`config.mk`:
```
export PLATFORM = sky130hd
export DESIGN_NAME = ram_arbiter
export DESIGN_NICKNAME = d
export VERILOG_FILES = /design/src/rtl/ram_arbiter.sv
export SDC_FILE = /design/constraint.sdc
export NUM_CORES = 1
export LEC_CHECK = 0
export BUFFER_PORTS_ARGS = -buffer_cell sky130_fd_sc_hd__buf_2
export CAP_MARGIN = 15
export CORE_ASPECT_RATIO = 1.4
export CORE_MARGIN = 10
export CORE_UTILIZATION = 47
export DETAILED_ROUTE_END_ITERATION = 10
export GPL_ROUTABILITY_DRIVEN = 0
export GPL_TIMING_DRIVEN = 0
export PLACE_DENSITY = 0.81
export SLEW_MARGIN = 20
export SYNTH_ARGS = -nofsm -noshare
export SYNTH_HDL_FRONTEND = slang
export SYNTH_SLANG_ARGS = --single-unit
```
`constraint.sdc`:
```
create_clock -name clk -period 1.9 [get_ports clk]
set_input_delay 0.38 -clock clk [delete_from_list [all_inputs] [get_ports clk]]
set_output_delay 0.38 -clock clk [all_outputs]
set_load 0.02 [all_outputs]
```
`src/rtl/ram_arbiter.sv`:
```
// Two-port round-robin arbiter in front of a single-port RAM (async read, sync write).
// Optional wait states in the access phase are enabled with `define MEM_WAIT_EN.
module ram_arbiter #(
    parameter int DEPTH       = 9,
    parameter int WIDTH       = 32,
    parameter int WAIT_CYCLES = 2
) (
    input  logic             clk,
    input  logic             rst_n,
    input  logic             req0,
    input  logic             req1,
    input  logic             we0,
    input  logic             we1,
    input  logic [DEPTH-1:0] addr0,
    input  logic [DEPTH-1:0] addr1,
    input  logic [WIDTH-1:0] wdata0,
    input  logic [WIDTH-1:0] wdata1,
    output logic             ack0,
    output logic             ack1,
    output logic [WIDTH-1:0] rdata0,
    output logic [WIDTH-1:0] rdata1,
    output logic             ram_wr_en,
    output logic [DEPTH-1:0] ram_r_addr,
    output logic [DEPTH-1:0] ram_w_addr,
    output logic [WIDTH-1:0] ram_w_data,
    input  logic [WIDTH-1:0] ram_r_data,
    output logic             busy,
    output logic             owner,
    output logic [1:0]       o_dbg_state
);

    typedef enum logic [1:0] {
        S_IDLE   = 2'd0,
        S_ACCESS = 2'd1,
        S_DONE   = 2'd2
    } state_t;

    state_t           r_state;
    state_t           w_state_nxt;
    logic             r_owner;
    logic             r_rr_ptr;
    logic             r_we_q;
    logic             r_ack0;
    logic             r_ack1;
    logic [DEPTH-1:0] r_addr_q;
    logic [WIDTH-1:0] r_wdata_q;
    logic [WIDTH-1:0] r_rdata0;
    logic [WIDTH-1:0] r_rdata1;
    logic             w_grant;
    logic             w_grant_port;
    logic             w_last;
    logic             w_finish;

    // With both ports requesting, the round-robin pointer picks; otherwise the lone requester wins.
    assign w_grant      = (r_state == S_IDLE) && (req0 || req1);
    assign w_grant_port = (req0 && req1) ? r_rr_ptr : req1;

`ifdef MEM_WAIT_EN
    logic [3:0] r_wait_cnt;

    always_ff @(posedge clk) begin
        if (!rst_n) begin
            r_wait_cnt <= 4'd0;
        end else if (w_grant) begin
            r_wait_cnt <= 4'(WAIT_CYCLES);
        end else if ((r_state == S_ACCESS) && (r_wait_cnt != 4'd0)) begin
            r_wait_cnt <= r_wait_cnt - 4'd1;
        end
    end

    assign w_last = (r_wait_cnt == 4'd0);
`else
    assign w_last = 1'b1;
`endif

    assign w_finish = (r_state == S_ACCESS) && w_last;

    always_ff @(posedge clk) begin
        if (!rst_n) begin
            r_state <= S_IDLE;
        end else begin
            r_state <= w_state_nxt;
        end
    end

    always_comb begin
        w_state_nxt = r_state;
        case (r_state)
            S_IDLE:   if (req0 || req1) w_state_nxt = S_ACCESS;
            S_ACCESS: if (w_last) w_state_nxt = S_DONE;
            S_DONE:   w_state_nxt = S_IDLE;
            default:  w_state_nxt = S_IDLE;
        endcase
    end

    always_ff @(posedge clk) begin
        if (!rst_n) begin
            r_owner   <= 1'b0;
            r_rr_ptr  <= 1'b0;
            r_we_q    <= 1'b0;
            r_addr_q  <= '0;
            r_wdata_q <= '0;
            r_ack0    <= 1'b0;
            r_ack1    <= 1'b0;
            r_rdata0  <= '0;
            r_rdata1  <= '0;
        end else begin
            if (w_grant) begin
                r_owner   <= w_grant_port;
                r_we_q    <= w_grant_port ? we1 : we0;
                r_addr_q  <= w_grant_port ? addr1 : addr0;
                r_wdata_q <= w_grant_port ? wdata1 : wdata0;
            end
            // Ack is set on the closing edge of ACCESS, so it is high only during DONE.
            r_ack0 <= w_finish && !r_owner;
            r_ack1 <= w_finish && r_owner;
            if (w_finish) begin
                r_rr_ptr <= ~r_owner;
                if (!r_we_q) begin
                    if (r_owner) r_rdata1 <= ram_r_data;
                    else         r_rdata0 <= ram_r_data;
                end
            end
        end
    end

    // rst_n gating keeps a write from committing on the edge where reset is sampled.
    assign ram_wr_en   = w_finish && r_we_q && rst_n;
    assign ram_r_addr  = r_addr_q;
    assign ram_w_addr  = r_addr_q;
    assign ram_w_data  = r_wdata_q;
    assign ack0        = r_ack0;
    assign ack1        = r_ack1;
    assign rdata0      = r_rdata0;
    assign rdata1      = r_rdata1;
    assign busy        = (r_state != S_IDLE);
    assign owner       = r_owner;
    assign o_dbg_state = r_state;

endmodule

```
==> metrics.yaml, run 1 <==
run_status:
  status: "completed"
sta:
  period_needed_ps: 1780
  setup-violations-final: 0
  fin_worst_skew_ps: 7.65
  fmaxAchievable_mhz: 561
  hold_viol: 0
  worstMarginPinSlew_ps: 538
  period_share_pct: 93.7
  drv_slew: 0
  maxSlewHeadroom_pct: 64.1
  rsz0062_at_grt: "false"
  finalSetupTns_ps: 0
logic_synthesis:
  synthSimpleGateAreaFrac_pct: 18.7
  synth_top_family_by_area: "compound AO/OA/AOI/OAI gates"
  yosys.area.top_type_share_pct: 44.1
  synth_area_um2: 5090
  synth-edff-count: 0
  ys_top_cells_by_area: "dfxtp_1 44%, o311a_1 8.3%, a21boi_0 6.2%"
  synth-seq-cells: 112
  ys_seq_area_share_pct: 44.1
  ys_types: 27
  synthXorXnorAreaFrac_pct: 0
  synth_mux_area_share_pct: 0
  synthFlopType: "dfxtp_1"
  synth_fa_ha_area_share_pct: 0
  yosysMostFrequentCell: "dfxtp_1"
  synth_cells: 563
  synth_nets: 683
  ys_top_cells_by_count: "112 x dfxtp_1, 64 x nand2_1, 57 x nand3_1, 44 x and3_1"
  syn_avg_cell_area_um2: 9.04
  async_flop_share_pct: 0
  ys_warn_count: 0
  synth-compound-area-share_pct: 29.7
  yosys.area.top_type: "dfxtp_1"
cts:
  cts_root_buffer: "clkbuf_16"
  cts_tree: "built"
  cts_setup_buffers: 0
  htreeDepth: 3
  cts_resized: 0
  ctsHoldBuffers: 0
  clockBufferDepth: 2
  clock_latency_ps: 350
  cts_buffers: 9
  clkTransAtPathRegs_ps: 70
  clock_sinks: 112
power:
  leakage_nw: 3.35
  total_power_mw: 5.84
  vdd_drop_max_uv: 482
  pwr_density_cell_nw_per_um2: 865
detailed_routing:
  routed_wl_um: 17500
  num_vias: 5292
  firstDrtPassIters: 4
  drt_first_iter_violations: 208
  via_per_inst: 5.54
  drtAntennaViolNets: 0
  routedWlPerCell_um: 18.3
  drc_errors: 0
worst_setup_path:
  cp_max_fo: 5
  reg2reg_slack_ps: 270
  path_cells: "nor2b_2, and3_1, buf_2"
  required_ps: 1520
  end_kind: "output port"
  worstReg2RegEnd: "rdata1[19]$_SDFFE_PN0P_"
  cp.arrival_ps: 1400
  worstSetupEndpoint: "ram_wr_en"
  cp_slowest_stage_delay_ps: 410
  cp-startpoint: "o_dbg_state[0]$_SDFFE_PN0P_"
  setup.worst_path.start_class: "flop"
  critical_path_class: "flop to output port"
  slowest_stage: "dfxtp_1"
  rr_worst_depth: 4
  r2r_start: "o_dbg_state[0]$_SDFFE_PN0P_"
placed_design:
  placed_cell_area_um2: 6460
  hpwl_um: 14200
  place.port_buffers: 239
  place_inst: 940
global_route:
  grt_pass1_wl_um: 27400
  overflow: 0
  grt_use_total_pct: 21.6
  grt_pass1_vias: 5600
  grt_max_degree: 20
  antenna_found_initial: 0
finish:
  final_cells: 955
  antenna_cells: 0
  fin_util_pct: 64.5
  syn_to_final_growth_pct: 32.6
  nFillCells: 915
  final_nets: 932
  drive_gt1_share_pct: 40.5
  fin_area_um2: 6750
run:
  max_cap_viol_count: 0
worst_hold_path:
  holdCritPathClass: "primary input to flop"
floorplanning:
  ios: 241
  die_y_um: 143
  design.die.area_um2: 15500
  start_util_pct: 48.7
  rows: 44
  die_x_um: 108
  core_area_um2: 10500
==> cells by family (layout without fill, tap and decap cells) <==
| kind of cell | after synthesis | in the layout |
|---|---|---|
| buffers and inverters | 74 | 328 |
| AOI/OAI and AO/OA | 194 | 194 |
| and+or+nand+nor | 183 | 183 |
| DFF | 112 | 112 |
==> critical path, delay by kind of cell, from the launching register on <==
kind	cells	cell delay, ps
AND/OR/NAND/NOR	2	470
flip-flops	1	410
buffers and inverters	1	170
==> per-layer routing <==
layer	vias to the layer above	share of wire (%)	track usage [%]
li1	2537	-	-
met1	2480	37	21.8
met2	237	50	38.3
met3	38	10	8.65
met4	0	2.5	8.46
met5	-	0	0
==> flip-flops by register name, summed over array words and instances (netlist names) <==
name	flops
ram_w_data	32
rdata0	32
rdata1	32
ram_r_addr	9
o_dbg_state	2
ack0	1
ack1	1
owner	1
r_rr_ptr	1
r_we_q	1
==> area by class of cell <==
cell class              count  area, um^2  share of cell area, %
flip-flops and latches    112        2240                   33.2
clock buffers              10         239                   3.54
well taps                 138         173                   2.56
inverters                   2        7.51                  0.111
plain buffers              71         374                   5.54
clock inverters             6        52.6                  0.778
multi-input cells         377        2470                   36.5
repair buffers            239        1200                   17.7
==> per-stage QoR <==
stage / worst slack [ps] / hold slack (ps)
final: 119 / 260
after global routing: 53.8 / 276
after CTS: 35.9 / 252
after detailed placement: 37.3 / 451
after global placement: 39.8 / 443
after floorplan: 328 / 472
==> report_power, final <==
part | internal [mW] | switching, mW | leakage [nW]
sequential | 2.51 | 0.0992 | 0.917
combinational | 0.545 | 0.805 | 2.29
clock | 0.948 | 0.925 | 0.142
==> how the worst min path moves through the flow <==
stage / from / to / slack (ps) / depth (start not counted)
global placement: rdata1[13]$_SDFFE_PN0P_ / rdata1[13]$_SDFFE_PN0P_ / 440 / 2
CTS: ram_r_data[12] / rdata1[12]$_SDFFE_PN0P_ / 250 / 3
finish: ram_r_data[12] / rdata1[12]$_SDFFE_PN0P_ / 260 / 3
global route: ram_r_data[21] / rdata0[21]$_SDFFE_PN0P_ / 280 / 3
floorplan: r_rr_ptr$_SDFFE_PN0N_ / r_rr_ptr$_SDFFE_PN0N_ / 470 / 2
detailed placement: rdata0[26]$_SDFFE_PN0P_ / rdata0[26]$_SDFFE_PN0P_ / 450 / 2
==> layout by cell type, fill, tap and decap left out, drive strengths merged, types with 2 or more instances in the layout <==
master  synthesis  layout
buf            33     272
dfxtp         112     112
o21ai          66      66
nand3          65      65
nand2          64      64
clkbuf         39      48
and3           44      44
a21boi         42      42
o21bai         42      42
o311a          42      42
nor2            4       4
inv             2       4
clkinv          0       3
nor2b           2       2
No activity file was read; power rests on OpenSTA's default activity.
==> run 2: changes to the inputs <==
Settings changed: PLACE_DENSITY 0.81 to 0.89.
==> metrics.yaml, run 2 (same netlist as run 1, synthesis figures left out) <==
cts:
  clock_latency_ps: 350
  htreeDepth: 3
  cts_buffers: 9
  ctsHoldBuffers: 0
  cts_tree: "built"
  clockBufferDepth: 2
  clock_sinks: 112
  cts_root_buffer: "clkbuf_16"
  clkTransAtPathRegs_ps: 80
detailed_routing:
  routed_wl_um: 17300
  drtAntennaViolNets: 0
  drc_errors: 0
  drt_first_iter_violations: 186
  routedWlPerCell_um: 18.1
  firstDrtPassIters: 4
  via_per_inst: 5.45
  num_vias: 5201
sta:
  maxSlewHeadroom_pct: 65.6
  period_share_pct: 93.2
  rsz0062_at_grt: "false"
  period_needed_ps: 1770
  worstMarginPinSlew_ps: 516
  postLayoutSetupSlackWorst_ps: 130
  hold_viol: 0
  finalSetupTns_ps: 0
  setup-violations-final: 0
  drv_slew: 0
  fin_worst_skew_ps: 12.5
  fmaxAchievable_mhz: 565
  hold_ws_ps: 261
global_route:
  met2_usage_pct: 36.4
  grt_pass1_wl_um: 27100
  grtUsageMet3_pct: 9.77
  grt_use_total_pct: 21.3
  antenna_found_initial: 0
  grt_max_degree: 21
  grt-busiest-layer: "met2"
  overflow: 0
  met1_usage_pct: 22.1
  grt_pass1_vias: 5459
worst_setup_path:
  cp_max_fo: 5
  cp.arrival_ps: 1390
  critical_path_class: "flop to output port"
  slowest_stage: "dfxtp_1"
  cp.depth: 3
  critical-path-top-delay-family: "simple AND/OR/NAND/NOR gates"
  rr_worst_depth: 5
  end_kind: "output port"
  path_cells: "nor2b_1, and3_1, buf_2"
  cp_slowest_stage_delay_ps: 380
  required_ps: 1520
  setup.worst_path.start_class: "flop"
  critPathBufInv: 1
floorplanning:
  start_util_pct: 48.7
  core_area_um2: 10500
  die_y_um: 143
  design.die.area_um2: 15500
  ios: 241
  die_x_um: 108
  rows: 44
worst_hold_path:
  hold_depth: 3
  holdCritPathClass: "primary input to flop"
run_status:
  status: "completed"
finish:
  fin_util_pct: 64.6
  antenna_cells: 0
  fin_area_um2: 6760
  final_nets: 932
  syn_to_final_growth_pct: 32.8
  layout_commonest_cell: "buf_2"
  final_cells: 955
  drive_gt1_share_pct: 40.4
  final_cell_mix: "252 x buf_2, 112 x dfxtp_1, 64 x nand2_1"
placed_design:
  place_inst: 940
  place.port_buffers: 239
  hpwl_um: 14000
  placed_cell_area_um2: 6460
  place_ws_ps: 31.3
power:
  leakage_nw: 3.35
  total_power_mw: 5.84
  pwr_density_cell_nw_per_um2: 864
  vdd_drop_max_uv: 512
run:
  max_cap_viol_count: 0
-- run 2: cell count changes in the layout (fill, tap and decap cells not counted) --
cell,before,now
inv_4,0,1
inv_8,2,1
clkinv_2,1,0
nor2b_1,1,2
clkinv_8,0,1
inv_6,0,1
inv_2,1,0
nor2b_2,1,0
-- run 2: worst paths after layout --
check / endpoint / slack [ps] / startpoint
setup / recovery: ram_wr_en / 130 / o_dbg_state[0]$_SDFFE_PN0P_
hold / removal: rdata1[24]$_SDFFE_PN0P_ / 260 / ram_r_data[24]
setup reg to reg: ram_w_data[5]$_SDFFE_PN0P_ / 240 / r_rr_ptr$_SDFFE_PN0N_
hold reg to reg: rdata0[23]$_SDFFE_PN0P_ / 460 / rdata0[23]$_SDFFE_PN0P_
-- run 2: what timing repair did --
item                       in CTS  in global routing
pin swaps                       0                  0
setup endpoints to repair       1                  2
resized for setup               0                  3
hold endpoints to repair        0                  0
setup buffers                   0                  0
-- run 2: report_power, final --
| group | internal (mW) | total, mW | switching (mW) |
|---|---|---|---|
| Combinational | 0.545 | 1.35 | 0.810 |
| Sequential | 2.51 | 2.61 | 0.0924 |
| Clock | 0.957 | 1.88 | 0.923 |
-- run 2: final cells by class --
| type | instances | area (um^2) |
|---|---|---|
| Fill cell | 912 | 3700 |
| Multi-Input combinational cell | 377 | 2460 |
| Sequential cell | 112 | 2240 |
| Timing Repair Buffer | 239 | 1200 |
| Buffer | 71 | 374 |
| Clock buffer | 10 | 239 |
| Tap cell | 138 | 173 |
| Clock inverter | 6 | 61.3 |
| Inverter | 2 | 10.0 |
-- run 2: metal layers --
| layer | share of wire [%] | vias to the layer above |
|---|---|---|
| met5 | 0 | - |
| met4 | 2.6 | 0 |
| met3 | 12 | 31 |
| met2 | 49 | 244 |
| met1 | 37 | 2397 |
| li1 | - | 2529 |
-- run 2: worst register-to-register path: stages (launching register included) --
cell	delay, ps
dfxtp_1	330
nand2b_2	140
buf_4	170
clkbuf_1	310
a21boi_0	240
o311a_1	380
==> run 3: changes to the inputs <==
Settings changed: CTS_BUF_LIST set to sky130_fd_sc_hd__clkbuf_16.
==> metrics.yaml, run 3 (same netlist as run 1, synthesis figures left out) <==
sta:
  maxSlewHeadroom_pct: 65.9
  setup-violations-final: 0
  postLayoutSetupSlackWorst_ps: 136
  period_needed_ps: 1760
  period_share_pct: 92.9
  hold_viol: 0
  finalSetupTns_ps: 0
  worstMarginPinSlew_ps: 511
  rsz0062_at_grt: "false"
  fmaxAchievable_mhz: 567
  drv_slew: 0
  fin_worst_skew_ps: 13.3
global_route:
  grt_pass1_wl_um: 27000
  grt_max_degree: 21
  met1_usage_pct: 22.0
  antenna_found_initial: 0
  grt-busiest-layer: "met2"
  grtUsageMet3_pct: 10.0
  overflow: 0
  grt_use_total_pct: 21.2
  met2_usage_pct: 36.4
  grt_pass1_vias: 5451
worst_setup_path:
  cp.arrival_ps: 1380
  path_cells: "nor2b_1, and3_1, buf_2"
  end_kind: "output port"
  slowest_stage: "dfxtp_1"
  cp_max_fo: 5
  required_ps: 1520
  critical_path_class: "flop to output port"
  cp-startpoint: "o_dbg_state[0]$_SDFFE_PN0P_"
  r2r_start: "o_dbg_state[1]$_SDFFE_PN0P_"
  setup.worst_path.start_class: "flop"
  cp_slowest_stage_delay_ps: 380
power:
  p_sw_mw: 1.81
  pwr_density_cell_nw_per_um2: 857
  power_frac_comb_pct: 23.4
  leakage_nw: 3.34
  power_frac_seq_pct: 45.1
  vdd_drop_max_uv: 512
  p_clk_share_pct: 31.5
  p_int_mw: 3.98
  netSwitchingFraction_pct: 31.2
cts:
  clkTransAtPathRegs_ps: 80
  clock_latency_ps: 340
  htreeDepth: 3
  cts_setup_buffers: 0
  cts_tree: "built"
  cts_buffers: 9
  cts_resized: 0
  cts_root_buffer: "clkbuf_16"
  clock_sinks: 112
  ctsHoldBuffers: 0
  clockBufferDepth: 2
finish:
  drive_gt1_share_pct: 40.3
  fin_area_um2: 6750
  nFillCells: 913
  layout_commonest_cell: "buf_2"
  final_cell_mix: "252 x buf_2, 112 x dfxtp_1, 64 x nand2_1"
  antenna_cells: 0
  seq_area_um2: 2240
  multi_input_area_um2: 2460
  syn_to_final_growth_pct: 32.6
  final_nets: 932
placed_design:
  place_ws_ps: 31.3
  hpwl_um: 14000
  place.port_buffers: 239
  placed_cell_area_um2: 6460
worst_hold_path:
  holdCritPathClass: "primary input to flop"
  hold_path.startpoint: "ram_r_data[24]"
detailed_routing:
  firstDrtPassIters: 4
  via_per_inst: 5.46
  num_vias: 5212
  drt_first_iter_violations: 176
  routedWlPerCell_um: 18.1
  drtAntennaViolNets: 0
  drc_errors: 0
  routed_wl_um: 17300
floorplanning:
  die_y_um: 143
  rows: 44
  core_area_um2: 10500
  design.die.area_um2: 15500
  ios: 241
  start_util_pct: 48.7
  die_x_um: 108
run:
  max_cap_viol_count: 0
run_status:
  status: "completed"
## run 3: changes by cell type in the layout (fill, tap and decap cells not counted), sizes merged
cell | previous run | this run
clkinv | 3 | 4
clkbuf | 48 | 47
## run 3: routing by layer
metal	share of wire, %	up-vias
met4	2.3	0
met2	49	257
li1	-	2531
met1	37	2394
met5	0	-
met3	12	30
## run 3: layout make-up
type	count	share of cell area, %
Buffer	71	5.54
Clock buffer	9	3.34
Clock inverter	7	0.964
Inverter	2	0.148
Multi-Input combinational cell	377	36.5
Sequential cell	112	33.2
Tap cell	138	2.56
Timing Repair Buffer	239	17.7
## run 3: power groups by stage
stage	logic [mW]	clock network, mW	registers [mW]
2_1_floorplan	0.662	0	2.85
3_3_place_gp	1.35	0	2.65
3_5_place_dp	1.36	0	2.66
4_1_cts	1.36	1.86	2.61
5_1_grt	1.47	1.96	2.63
6_report	1.35	1.82	2.61
## run 3: through the flow
stage               total power, mW  instances  utilization (%)  hold slack, ps
floorplan                      3.51        563                -             472
global placement               4.00        940             61.7             440
detailed placement             4.02        940             61.7             448
CTS                            5.83        955             64.5             256
global route                   6.06        955             64.5             276
finish                         5.78        955             64.5             267
## run 3: worst max-delay path, delay by kind of cell, from the launching register on
kind / cells / cell delay (ps)
DFF: 1 / 380
buffers and inverters: 1 / 170
and+or+nand+nor: 2 / 500
## run 3: final timing paths
| kind | to | slack, ps | cells past startpoint |
|---|---|---|---|
| hold / removal | rdata1[24]$_SDFFE_PN0P_ | 270 | 3 |
| setup / recovery | ram_wr_en | 140 | 3 |
| hold reg to reg | rdata1[10]$_SDFFE_PN0P_ | 460 | 2 |
| setup reg to reg | ram_w_data[26]$_SDFFE_PN0P_ | 240 | 4 |
